$ cat config.mk
export PLATFORM = sky130hd
export DESIGN_NAME = wb_write_queue
export DESIGN_NICKNAME = d
export VERILOG_FILES = /design/src/rtl/wb_write_queue.sv
export SDC_FILE = /design/constraint.sdc
export NUM_CORES = 1
export LEC_CHECK = 0
export BUFFER_PORTS_ARGS = -buffer_cell sky130_fd_sc_hd__buf_4
export CELL_PAD_IN_SITES_DETAIL_PLACEMENT = 1
export CELL_PAD_IN_SITES_GLOBAL_PLACEMENT = 2
export CORE_ASPECT_RATIO = 0.6
export CORE_MARGIN = 2
export CORE_UTILIZATION = 42
export DETAILED_ROUTE_END_ITERATION = 6
export HOLD_SLACK_MARGIN = 0.06
export PLACE_DENSITY = 0.94
export SYNTH_ARGS = -nofsm -noshare
export SYNTH_HDL_FRONTEND = slang
export SYNTH_SLANG_ARGS = --single-unit
$ cat constraint.sdc
create_clock -name clk -period 7.6 [get_ports clk]
set_input_delay 0.76 -clock clk [delete_from_list [all_inputs] [get_ports clk]]
set_output_delay 0.76 -clock clk [all_outputs]
set_load 0.01 [all_outputs]
$ cat src/rtl/wb_write_queue.sv
// -----------------------------------------------------------------------------
// wb_write_queue
//   Four-entry write-back queue sitting between a producer of register writes
//   and a single register-file write port. Accepted writes drain in FIFO order
//   whenever the write port is free, and pending writes are forwarded to two
//   read ports so readers never observe stale register-file contents.
//
// Ports
//   clk                : single clock, rising edge
//   rst                : asynchronous, active-high reset
//   InValid/InReg/InData/InReady : producer handshake (reg number + data)
//   Stall              : register-file write port busy, hold the head entry
//   WriteReg/DstReg/DstData      : register-file write port
//   SrcReg1/SrcReg2    : registers being read this cycle
//   FwdHit1/2, FwdData1/2        : youngest pending write to each read reg
//   Count              : number of valid entries, 0..4
// -----------------------------------------------------------------------------
module wb_write_queue #(
  parameter int DEPTH = 4
) (
  input  logic        clk,
  input  logic        rst,
  input  logic        InValid,
  input  logic [3:0]  InReg,
  input  logic [15:0] InData,
  output logic        InReady,
  input  logic        Stall,
  output logic        WriteReg,
  output logic [3:0]  DstReg,
  output logic [15:0] DstData,
  input  logic [3:0]  SrcReg1,
  input  logic [3:0]  SrcReg2,
  output logic        FwdHit1,
  output logic        FwdHit2,
  output logic [15:0] FwdData1,
  output logic [15:0] FwdData2,
  output logic [2:0]  Count
);

  // Entry storage holds data only; validity is derived from head and count,
  // so it never needs a reset.
  logic [3:0][3:0]  reg_q;
  logic [3:0][15:0] data_q;

  logic [1:0] head_q, head_d;
  logic [1:0] tail_q, tail_d;
  logic [2:0] count_q, count_d;

  logic enq;
  logic deq;

  logic [16:0] fwd1;
  logic [16:0] fwd2;

  // Walk entries from oldest to youngest so the last match wins; the walk is
  // relative to head, which makes pointer wrap-around transparent.
  function automatic logic [16:0] fwd_lookup(
    input logic [3:0]       src,
    input logic [1:0]       head,
    input logic [2:0]       cnt,
    input logic [3:0][3:0]  regs,
    input logic [3:0][15:0] datas
  );
    logic        hit;
    logic [15:0] data;
    logic [1:0]  idx;
    hit  = 1'b0;
    data = 16'h0000;
    for (int k = 0; k < 4; k++) begin
      idx = head + 2'(k);
      if ((3'(k) < cnt) && (regs[idx] == src)) begin
        hit  = 1'b1;
        data = datas[idx];
      end
    end
    return {hit, data};
  endfunction

  // InReady depends on the registered count only: a full queue never takes a
  // new write in the same cycle it drains one.
  assign InReady  = (count_q < 3'(DEPTH));
  assign WriteReg = (count_q != 3'd0) && !Stall;
  assign DstReg   = (count_q != 3'd0) ? reg_q[head_q]  : 4'h0;
  assign DstData  = (count_q != 3'd0) ? data_q[head_q] : 16'h0000;
  assign Count    = count_q;

  assign enq = InValid && InReady;
  assign deq = WriteReg;

  // The entry enqueued this cycle is not yet counted, so it is naturally
  // excluded from forwarding.
  assign fwd1     = fwd_lookup(SrcReg1, head_q, count_q, reg_q, data_q);
  assign fwd2     = fwd_lookup(SrcReg2, head_q, count_q, reg_q, data_q);
  assign FwdHit1  = fwd1[16];
  assign FwdData1 = fwd1[15:0];
  assign FwdHit2  = fwd2[16];
  assign FwdData2 = fwd2[15:0];

  always_comb begin
    head_d  = head_q;
    tail_d  = tail_q;
    count_d = count_q;
    if (enq) begin
      tail_d = tail_q + 2'd1;
    end
    if (deq) begin
      head_d = head_q + 2'd1;
    end
    case ({enq, deq})
      2'b10:   count_d = count_q + 3'd1;
      2'b01:   count_d = count_q - 3'd1;
      default: count_d = count_q;
    endcase
  end

  always_ff @(posedge clk or posedge rst) begin
    if (rst) begin
      head_q  <= 2'd0;
      tail_q  <= 2'd0;
      count_q <= 3'd0;
    end else begin
      head_q  <= head_d;
      tail_q  <= tail_d;
      count_q <= count_d;
    end
  end

  always_ff @(posedge clk) begin
    if (enq) begin
      reg_q[tail_q]  <= InReg;
      data_q[tail_q] <= InData;
    end
  end

endmodule

==> metrics.log <==
INFO  metric critical_path_buf_inv_count = 2
INFO  metric detail_route.first_pass.iterations = 5
INFO  metric grt_max_degree = 46
INFO  metric grt_util_met2 = 0.3696
INFO  metric yosys_warnings = 0
INFO  metric grt_antenna_before_repair = 1
INFO  metric yosysUniqueCellTypes = 38
INFO  metric route.antenna.remaining_nets = 0
INFO  metric grt_first_pass_wirelength = 30.33 mm
INFO  metric ys_top_cells_by_area = edfxtp_1 38%, mux2i_1 18%, a221oi_2 5.5%, mux4_2 5.4%, xnor2_1 4.2%
INFO  metric detailedRoute.firstIterationViolations = 416
INFO  metric tritoncts = yes
INFO  metric power.ir.vdd_worst = 0.1422 mV
INFO  metric post-route-period-util = 0.6953
INFO  metric top_usage_layer = met2
INFO  metric clk_transition_reported_paths = 0.07 ns
INFO  metric placementRows = 34
INFO  metric end_kind = output port
INFO  metric vias = 4,760
INFO  metric cts.hold.buffers_added = 0
INFO  metric internal_power_consumption = 0.001815 W
INFO  metric routabilityCongestion = 0.8910
INFO  metric htree_num_levels = 3
INFO  metric post_synth.cell_area_avg = 12.17 um2
INFO  metric fp.coreArea = 14,550 um2
INFO  metric setup_total_negative_slack = 0 ns
INFO  metric crit_path_start_kind = register
INFO  metric cpPeakStageDelay = 0.81 ns
INFO  metric globalRouteTotalUtil = 0.2519
INFO  metric via_count_of_the_first_global_routing_pass = 4,890
INFO  metric timing_hold_violations_final = 0
INFO  metric achievable-frequency = 0.1892 GHz
INFO  metric yosys_register_bits = 87
INFO  metric cts-buffers-inserted = 9
INFO  metric sequential_fraction_of_design_power = 0.226
INFO  metric final_nets = 628
INFO  metric drt-total-wl = 19.75 mm
INFO  metric fin_skew = 0.004649 ns
INFO  metric crit_slowest_cell = dfrtp_4
INFO  metric die_footprint = 15,970 um2
INFO  metric setup_ws = 2.316 ns
INFO  metric layout.filler_cells = 1,524
INFO  metric mostFrequentLayoutCells = 114 x mux2i_1, 97 x buf_4, 80 x edfxtp_1
INFO  metric port-buffer-count = 90
INFO  metric post_cts_resized = 0
INFO  metric drive_above_1_share = 0.3024
INFO  metric drv_slew = 0
INFO  metric share_comb_of_total_power = 0.645
INFO  metric cts_max_path_buffers = 2
INFO  metric required = 6.84 ns
INFO  metric die_h = 98.71 um
INFO  metric critical_path_class = register to output port
INFO  metric postSynthNetCount = 557
INFO  metric synthDominantAreaCellType = edfxtp_1
INFO  metric timing.max_slew.rel_slack = 0.1564
INFO  metric clock_latency = 0.35 ns
INFO  metric layout_commonest_cell = mux2i_1
INFO  metric tightestPinTransition = 1.265 ns
INFO  metric run_status = finished, final reports clean
INFO  metric place.detailed.hpwl = 14.38 mm
INFO  metric worst_path_dominant_cell_family = simple AND/OR/NAND/NOR gates
INFO  metric routedWlPerCell = 24.97 um
INFO  metric yosysTopAreaCellShare = 0.3826
INFO  metric synth-seq-area-share = 0.4105
INFO  metric synth.cell_area = 6279 um2
INFO  metric pwr_density_cell = 459.1 nW/um2
INFO  metric setup_repair_after_global_routing_missed_its_margin = false
INFO  metric cap_violations = 0
INFO  metric clock_sink_count = 87
INFO  metric leakagePower = 2.807 nW
INFO  metric hold_class = input pin to asynchronous set/reset pin
INFO  metric pin_count = 91
INFO  metric route.detailed.drc = 0
INFO  metric worstPathArrival = 4.52 ns
INFO  metric chipWidth = 161.8 um
INFO  metric timing.critical_path.fanout_max = 45
INFO  metric grt_remaining_overflow = 0
INFO  metric reported_net_switching_power = 0.001553 W
INFO  metric setup_violations = 0
INFO  metric vias_per_cell = 6.018
INFO  metric globalRouteMet3Util = 0.09386
INFO  metric ctsRootBufferMaster = clkbuf_16
INFO  metric cp_cell_sequence = buf_4 -> mux4_2 -> xnor2_1 -> nand3_1 -> nor3_4 -> nand3_1 -> a221oi_1 -> buf_4
INFO  metric layout-area-overhead-vs-synth = 16.82%
INFO  metric power.switching_fraction = 0.4611
INFO  metric layout_min_cycle_time = 5.284 ns
INFO  metric place_ws = 2.761 ns
INFO  metric grt.met1_usage = 0.3572
INFO  metric floorplan.initialDensity = 0.4315
INFO  metric clockPowerShare = 0.129
INFO  metric post_synth_inst_count = 516
INFO  metric number_of_setup_buffers_added_after_cts = 0
routing by layer:
| layer | vias to the layer above | routed length, um |
|---|---|---|
| li1 | 2120 | - |
| met3 | 20 | 2382 |
| met1 | 2380 | 8816 |
| met4 | 0 | 183 |
| met5 | - | 0 |
| met2 | 240 | 8367 |
final timing paths:
path | to | startpoint | slack [ns] | cells past startpoint
min reg2reg | Count[1] | Count[1] | 0.60 | 2
max | FwdData1[4] | head_q[0] | 2.32 | 8
max in group asynchronous | head_q[0] | rst | 6.97 | 2
max reg2reg | data_q[60] | Count[2] | 5.13 | 2
min | Count[2] | rst | 0.37 | 2
min in group clk | Count[1] | Count[1] | 0.60 | 2
power groups by stage:
stage | sequential [W] | combinational (W) | clock, W
global route | 0.000780 | 0.00231 | 0.000454
global placement | 0.000756 | 0.00206 | 0
floorplan | 0.000658 | 0.00149 | 0
CTS | 0.000760 | 0.00214 | 0.000440
detailed placement | 0.000770 | 0.00212 | 0
finish | 0.000761 | 0.00217 | 0.000434
worst register-to-register path: stages, from the launching register on:
cell	delay, ns
dfrtp_1	0.53
nor2b_1	0.49
and2_1	1.06
area by class of cell:
class / instances / area [um2] / share of cell area
Antenna cell: 1 / 2.502 / 0.0003412
Clock buffer: 9 / 225.2 / 0.03071
Clock inverter: 7 / 61.31 / 0.008359
Inverter: 7 / 26.28 / 0.003582
Multi-Input combinational cell: 385 / 3458 / 0.4715
Sequential cell: 87 / 2585 / 0.3524
Tap cell: 198 / 247.7 / 0.03378
Timing Repair Buffer: 97 / 728.2 / 0.09928
flip-flops by register name, summed over array words and instances, names as in the netlist:
| signal | cells |
|---|---|
| reg_q | 16 |
| Count | 3 |
| tail_q | 2 |
| head_q | 2 |
| data_q | 64 |
synthesized netlist by cell type, drive strengths merged:
library cell    n
a21oi          32
buf            25
inv             7
a31o            1
nor2b          38
or3             2
or2             2
edfxtp         80
nand4           1
and3            1
clkbuf         12
mux4           16
dfrtp           7
nor4            1
a221oi         32
nand2b          2
xnor2          30
and2            4
nor3b           2
nor2           21
nor3            3
nand2           9
nand3          37
mux2i         114
o21ai           5
xor2            6
mux2           17
ha              9
kinds of logic after synthesis:
kind of cell / after synthesis / synth area share
buffers and inverters: 44 / 0.03866
AND/OR/NAND/NOR: 123 / 0.1114
AO/OA/AOI/OAI: 70 / 0.1004
XOR/XNOR: 36 / 0.05022
flip-flops: 87 / 0.4105
adder cells (fa/ha/maj): 9 / 0.01794
multiplexers: 147 / 0.2708
per-stage QoR:
step | total power (W) | util | std cells | cell area (um2) | hold WS (ns)
5_1_grt | 0.003541 | 0.5040 | 790 | 7332 | 0.3776
2_1_floorplan | 0.002151 | - | 516 | 6279 | 0.5634
3_3_place_gp | 0.002812 | 0.4843 | 774 | 7046 | 0.5849
6_report | 0.003367 | 0.5041 | 791 | 7335 | 0.3681
3_5_place_dp | 0.002895 | 0.4843 | 774 | 7046 | 0.5988
4_1_cts | 0.003342 | 0.5040 | 790 | 7332 | 0.3631
Power figures use the tool's default switching activity.
